<file path="config.mk">
export PLATFORM = sky130hd
export DESIGN_NAME = ps2_port
export DESIGN_NICKNAME = d
export VERILOG_FILES = /design/src/rtl/ps2_pkg.sv /design/src/rtl/ps2_sync_filter.sv /design/src/rtl/ps2_port.sv
export SDC_FILE = /design/constraint.sdc
export NUM_CORES = 1
export LEC_CHECK = 0
export CAP_MARGIN = 10
export CORE_UTILIZATION = 45
export CTS_CLUSTER_DIAMETER = 100
export DETAILED_ROUTE_END_ITERATION = 10
export GPL_ROUTABILITY_DRIVEN = 0
export PLACE_DENSITY = 0.7
export SETUP_SLACK_MARGIN = 0.2
export SLEW_MARGIN = 10
export SYNTH_ARGS = -nofsm -noshare
export SYNTH_HDL_FRONTEND = slang
export SYNTH_HIERARCHICAL = 1
export SYNTH_SLANG_ARGS = --single-unit
export TNS_END_PERCENT = 50
</file>
<file path="constraint.sdc">
create_clock -name clk -period 3.6 [get_ports clk]
set_input_delay 0.72 -clock clk [delete_from_list [all_inputs] [get_ports clk]]
set_output_delay 0.72 -clock clk [all_outputs]
set_load 0.02 [all_outputs]
</file>
<file path="src/rtl/ps2_pkg.sv">
// Shared constants and frame FSM states for the PS/2 receive port.
package ps2_pkg;
  localparam logic [7:0] PREFIX_EXT = 8'hE0;
  localparam logic [7:0] PREFIX_REL = 8'hF0;

  typedef enum logic [1:0] {IDLE, DATA, PARITY, STOP} state_t;
endpackage

</file>
<file path="src/rtl/ps2_sync_filter.sv">
// Synchronises the PS/2 pins, debounces the clock line and emits a one-cycle
// strobe on each accepted falling edge of the filtered clock.
module ps2_sync_filter #(
  parameter int unsigned FILTER_LEN = 8
) (
  input  logic clk,
  input  logic rst,
  input  logic ps2clk_ext,
  input  logic ps2data_ext,
  output logic data_sync,
  output logic bit_strobe
);
  localparam int CW = (FILTER_LEN > 1) ? $clog2(FILTER_LEN) : 1;

  logic          clk_meta_q, clk_sync_q, data_meta_q, data_sync_q;
  logic          filt_q, filt_d;
  logic [CW-1:0] cnt_q, cnt_d;
  logic          strobe_q, strobe_d;

  // The filtered level only flips after FILTER_LEN consecutive disagreeing samples.
  always_comb begin
    filt_d   = filt_q;
    cnt_d    = '0;
    if (clk_sync_q != filt_q) begin
      if (cnt_q == CW'(FILTER_LEN - 1)) begin
        filt_d = clk_sync_q;
      end else begin
        cnt_d = cnt_q + CW'(1);
      end
    end
    strobe_d = filt_q & ~filt_d;
  end

  always_ff @(posedge clk or posedge rst) begin
    if (rst) begin
      clk_meta_q  <= 1'b1;
      clk_sync_q  <= 1'b1;
      data_meta_q <= 1'b1;
      data_sync_q <= 1'b1;
      filt_q      <= 1'b1;
      cnt_q       <= '0;
      strobe_q    <= 1'b0;
    end else begin
      clk_meta_q  <= ps2clk_ext;
      clk_sync_q  <= clk_meta_q;
      data_meta_q <= ps2data_ext;
      data_sync_q <= data_meta_q;
      filt_q      <= filt_d;
      cnt_q       <= cnt_d;
      strobe_q    <= strobe_d;
    end
  end

  assign data_sync  = data_sync_q;
  assign bit_strobe = strobe_q;
endmodule

</file>
<file path="src/rtl/ps2_port.sv">
// PS/2 receive port: frames 11-bit PS/2 words into bytes and reports them,
// folding E0/F0 prefixes into extended/released flags in keyboard mode.
module ps2_port
  import ps2_pkg::*;
#(
  parameter int unsigned FILTER_LEN     = 8,
  parameter int unsigned TIMEOUT_CYCLES = 50000
) (
  input  logic       clk,
  input  logic       rst,
  input  logic       enable_rcv,
  input  logic       kb_or_mouse,
  input  logic       ps2clk_ext,
  input  logic       ps2data_ext,
  output logic       kb_interrupt,
  output logic [7:0] scancode,
  output logic       released,
  output logic       extended
);
  localparam int TW = $clog2(TIMEOUT_CYCLES + 1);

  logic data_sync, bit_strobe;

  ps2_sync_filter #(.FILTER_LEN(FILTER_LEN)) u_sync (
    .clk        (clk),
    .rst        (rst),
    .ps2clk_ext (ps2clk_ext),
    .ps2data_ext(ps2data_ext),
    .data_sync  (data_sync),
    .bit_strobe (bit_strobe)
  );

  state_t        state_q, state_d;
  logic [2:0]    bit_cnt_q, bit_cnt_d;
  logic [7:0]    shift_q, shift_d;
  logic          parity_q, parity_d;
  logic [TW-1:0] tmo_q, tmo_d;
  logic          ext_flag_q, ext_flag_d;
  logic          rel_flag_q, rel_flag_d;
  logic          kb_interrupt_q, kb_interrupt_d;
  logic [7:0]    scancode_q, scancode_d;
  logic          released_q, released_d;
  logic          extended_q, extended_d;

  always_comb begin
    state_d        = state_q;
    bit_cnt_d      = bit_cnt_q;
    shift_d        = shift_q;
    parity_d       = parity_q;
    ext_flag_d     = ext_flag_q;
    rel_flag_d     = rel_flag_q;
    kb_interrupt_d = 1'b0;
    scancode_d     = scancode_q;
    released_d     = released_q;
    extended_d     = extended_q;
    tmo_d          = (bit_strobe || state_q == IDLE) ? '0 : tmo_q + TW'(1);

    if (!enable_rcv) begin
      state_d = IDLE;
    end else begin
      unique case (state_q)
        IDLE: begin
          if (bit_strobe && !data_sync) begin
            state_d   = DATA;
            bit_cnt_d = 3'd0;
          end
        end
        DATA: begin
          if (bit_strobe) begin
            shift_d   = {data_sync, shift_q[7:1]};
            bit_cnt_d = bit_cnt_q + 3'd1;
            if (bit_cnt_q == 3'd7) state_d = PARITY;
          end
        end
        PARITY: begin
          if (bit_strobe) begin
            parity_d = data_sync;
            state_d  = STOP;
          end
        end
        STOP: begin
          if (bit_strobe) begin
            state_d = IDLE;
            if (data_sync && (^{shift_q, parity_q})) begin
              if (kb_or_mouse) begin
                scancode_d     = shift_q;
                released_d     = 1'b0;
                extended_d     = 1'b0;
                kb_interrupt_d = 1'b1;
                ext_flag_d     = 1'b0;
                rel_flag_d     = 1'b0;
              end else if (shift_q == PREFIX_EXT) begin
                ext_flag_d = 1'b1;
              end else if (shift_q == PREFIX_REL) begin
                rel_flag_d = 1'b1;
              end else begin
                scancode_d     = shift_q;
                released_d     = rel_flag_q;
                extended_d     = ext_flag_q;
                kb_interrupt_d = 1'b1;
                ext_flag_d     = 1'b0;
                rel_flag_d     = 1'b0;
              end
            end
          end
        end
        default: state_d = IDLE;
      endcase
      // A stalled sender abandons the frame but leaves pending prefixes intact.
      if (state_q != IDLE && !bit_strobe && tmo_q == TW'(TIMEOUT_CYCLES - 1)) begin
        state_d = IDLE;
      end
    end
  end

  always_ff @(posedge clk or posedge rst) begin
    if (rst) begin
      state_q        <= IDLE;
      bit_cnt_q      <= 3'd0;
      shift_q        <= 8'h00;
      parity_q       <= 1'b0;
      tmo_q          <= '0;
      ext_flag_q     <= 1'b0;
      rel_flag_q     <= 1'b0;
      kb_interrupt_q <= 1'b0;
      scancode_q     <= 8'h00;
      released_q     <= 1'b0;
      extended_q     <= 1'b0;
    end else begin
      state_q        <= state_d;
      bit_cnt_q      <= bit_cnt_d;
      shift_q        <= shift_d;
      parity_q       <= parity_d;
      tmo_q          <= tmo_d;
      ext_flag_q     <= ext_flag_d;
      rel_flag_q     <= rel_flag_d;
      kb_interrupt_q <= kb_interrupt_d;
      scancode_q     <= scancode_d;
      released_q     <= released_d;
      extended_q     <= extended_d;
    end
  end

  assign kb_interrupt = kb_interrupt_q;
  assign scancode     = scancode_q;
  assign released     = released_q;
  assign extended     = extended_q;
endmodule

</file>
==> out/summary.md <==
The first global-routing pass estimated 7.29 mm of wire. The detail route stage leaves a number of antenna-violating nets equal to 0. The share of the synthesized netlist area taken by xor and xnor gates was 8.20%. The most used standard cell by instance count after synthesis is sky130_fd_sc_hd__dfrtp_1.

On the final layout, the worst clock skew is 8.99 ps. The number of pins with negative max-slew slack in the final report is 0, and the floorplan row count is 26. The tools report the residual DRC count as 0.

The average instance in the mapped netlist occupies 12.6 sq um. The async set or reset register ratio after synthesis is 100%, and the proportion of layout cells with a drive suffix above 1 is 19.5%. For this block, the initial DRC count from the detailed router was 51. Measured on the finished design, the core utilization comes to 54.7%. Once layout is done, the placed cells without fillers occupy 0.00286 sq mm.

Yosys attributes the largest share of cell area to sky130_fd_sc_hd__dfrtp_1 47%, sky130_fd_sc_hd__dfstp_2 5.2%, sky130_fd_sc_hd__ha_1 4.5%. In the finished design, the share of the clock period the worst path needs comes to 69.2%. The number of antenna cells inserted was 0.

The post-synthesis share of cell area spent on full adders, half adders and majority gates came out at 4.48%. The complex-gate fraction of the synthesized area was 6.02%; the max-cap violation count was 0. The number of flops mapped to enable cells by yosys came out at 0. After detailed routing, the number of vias per cell comes to 5.34. The run gives 1.83 mm as the routed length on met2. STA classifies the critical path startpoint as an input port.

The worst setup path is captured at a register. The maximum fanout along the worst path is 13, and the CTS buffer count is 5. The transition time at the pin with the least slew margin is 925 ps. The part of the Yosys area used for sequential elements is 52.0%, and the leakage power summed over all cells is 1.31 nW. For this run, the slowest stage of the critical path takes 640 ps.

The full die area was 0.00589 sq mm. TritonCTS built the clock tree. STA puts the critical path data required time at 3790 ps. The die is 76.8 um tall.

The final period demand of the worst path is 2490 ps, and the sum of routed wire length over all layers is 3.91 mm. The fraction of the mapped netlist area in simple logic gates was 15.5%. Buffer cell driving the clock tree root: sky130_fd_sc_hd__clkbuf_8. The run gives 17 as the number of I/O pins. The initial antenna violation count was 0; the final number of hold-violating endpoints was 0. The number of warnings issued by yosys is 6, and the area share of the leading cell type in the synthesized netlist is 46.7%. Synthesis handed over a netlist of 200 instances.

For this design, the CTS-stage hold fixing added 0 buffers. The tools report the worst slew margin relative to its limit as 38.2%. Entering global routing, the biggest net connects 26 pins.

The tools report the summed instance area of the synthesized netlist as 0.00252 sq mm. The run finished with clean final reports. The total placed cells including tap cells came out at 282. Traced cell by cell, the critical path runs through clkdlybuf4s50_1 > nand4_4 > a211oi_1 > mux2i_4 > a2111oi_2. The most frequently used flop master after synthesis is sky130_fd_sc_hd__dfrtp_1.

The total track usage is 15.6%, and the wire length on met3 is 94 um. For the number of global-route vias before repair, the log shows 1570. For the clock latency of the later-clocked register in the worst-skew pair, the log shows 300 ps. Broken down by cell family, the worst path's largest delay share belongs to compound AO/OA/AOI/OAI gates. The total nets after synthesis came out at 215. The total buffers and inverters traversed by the critical path is 1.

After legalization and detailed placement, the total HPWL measured 2.79 mm. Arrival time at the worst endpoint: 2690 ps. The number of buffers between clock root and the deepest sink was 2; the setup TNS after final layout was 0 ps.

Setup repair after global routing left no endpoint under its margin. In the synthesized netlist, mux cells make up 10.8% of the area. Most area-hungry cell type in the Yosys netlist: sky130_fd_sc_hd__dfrtp_1.

Signal routing reaches up to met4. Ranked by instance count, the synthesized netlist is headed by 47 x sky130_fd_sc_hd__dfrtp_1, 16 x sky130_fd_sc_hd__nor2_1, 11 x sky130_fd_sc_hd__xor2_1. The number of vias in the routed layout was 1548; the overall overflow remaining after global route was 0. The tightest min-delay check is of the register to register type. The dominant combinational cell family by area after synthesis was simple AND/OR/NAND/NOR gates.

In the final design database the tool counted 234 nets. The cell with the largest stage delay on the worst path is sky130_fd_sc_hd__clkdlybuf4s50_1. The area of the core was 0.00524 sq mm. For the worst-case vdd ir drop, the log shows 247 uV. The cell area after placement was 0.00274 sq mm; the power density of the placed cells was 384 mW/mm^2. Counting distinct cell types in the post-synthesis netlist gives 47.

The length of the first detailed-routing pass in iterations was 4. The clock net in this run drives a total of 52 sinks. The final count of negative-setup-slack endpoints came out at 0. The logs give 0 for the count of buffers added by post-CTS timing repair for setup and 290 for the number of non-filler instances in the completed layout. Clock-pin slew was measured on the worst setup and hold paths at 90 ps.

The die extent in x works out to 76.8 um. The initial core utilization was 48.0%; the met1 routed wirelength after detailed routing was 1.94 mm. The synthesized design contains 52 register bits. Hold timing on the final database bottoms out at a slack of 360 ps. For this run, the top clock speed supported by timing is 402 MHz. The final routed wire length divided by cell count works out to 13.5 um. The layout-stage area growth over the synthesis result is 13.8%. The category of the critical setup timing path is input port to register.

The depth of the CTS H-tree was 2; the quantity of I/O buffers inserted on ports was 16. Post-cts repair resize count: 0.
[through the flow]
step	setup slack [ps]	power, mW
after floorplan	1630	0.666
after global placement	909	0.683
after detailed placement	816	0.685
after CTS	1110	1.11
after global routing	974	1.16
final	1110	1.10
[power by group]
group / leakage [nW] / switching [mW] / internal (mW) / total [mW]
clock network: 0.0645 / 0.182 / 0.245 / 0.428
registers: 0.702 / 0.0114 / 0.609 / 0.620
logic: 0.549 / 0.0256 / 0.0256 / 0.0512
[registers in the layout, indices dropped and copies added (netlist names), 2 cells and up]
signal and cells:
scancode 8, tmo_q 16, shift_q 8, bit_cnt_q 3, u_sync/cnt_q 3, state_q 2
[layout make-up]
| class | instances | area, sq um |
|---|---|---|
| Clock buffer | 7 | 96.3 |
| Clock inverter | 1 | 30.0 |
| Fill cell | 429 | 2370 |
| Inverter | 9 | 33.8 |
| Multi-Input combinational cell | 133 | 1130 |
| Sequential cell | 52 | 1310 |
| Tap cell | 70 | 87.6 |
| Timing Repair Buffer | 18 | 175 |
[layout by cell type (no fill, tap or decap), types with 5 or more instances in the layout]
master / Yosys / routed
sky130_fd_sc_hd__dfrtp_1: 47 / 47
sky130_fd_sc_hd__nor2_1: 16 / 16
sky130_fd_sc_hd__clkdlybuf4s50_1: 0 / 16
sky130_fd_sc_hd__xor2_1: 11 / 11
sky130_fd_sc_hd__mux2_2: 10 / 10
sky130_fd_sc_hd__inv_1: 9 / 9
sky130_fd_sc_hd__ha_1: 9 / 9
sky130_fd_sc_hd__nand3_1: 8 / 8
sky130_fd_sc_hd__mux2_4: 7 / 7
sky130_fd_sc_hd__clkbuf_8: 0 / 7
sky130_fd_sc_hd__nand2_1: 6 / 6
sky130_fd_sc_hd__a21oi_1: 5 / 5
sky130_fd_sc_hd__dfstp_2: 5 / 5
[layer usage]
layer | vias up | track usage [%]
met5 | - | 0
met4 | 0 | 5.77
met3 | 7 | 3.21
met2 | 18 | 24.8
met1 | 773 | 20.9
li1 | 750 | -
[worst reg2reg max path, stage by stage (launching register included)]
cell,delay (ps)
sky130_fd_sc_hd__dfrtp_1,410
sky130_fd_sc_hd__inv_1,80
sky130_fd_sc_hd__ha_1,270
sky130_fd_sc_hd__or2_1,460
sky130_fd_sc_hd__or4_1,580
sky130_fd_sc_hd__o31ai_1,340
sky130_fd_sc_hd__nor2_1,90
[final timing paths]
kind                                   start           endpoint  slack, ps  cells after the start
max                               enable_rcv        scancode[7]       1110                      5
max reg2reg                       state_q[0]         state_q[1]       1250                      6
min in group asynchronous                rst    u_sync/cnt_q[0]        680                      2
min reg2reg                u_sync/clk_meta_q  u_sync/clk_sync_q        360                      0
min                        u_sync/clk_meta_q  u_sync/clk_sync_q        360                      0
max in group asynchronous                rst       kb_interrupt       1930                      3
[cell families (layout without fill, tap and decap cells)]
logic type               count (synthesis)  count (layout)
AO/OA/AOI/OAI                           20              20
XOR/XNOR                                18              18
adder cells (fa/ha/maj)                  9               9
buffers and inverters                   15              35
flip-flops                              52              52
multiplexers                            21              21
AND/OR/NAND/NOR                         65              65
Power figures use the tool's default switching activity.
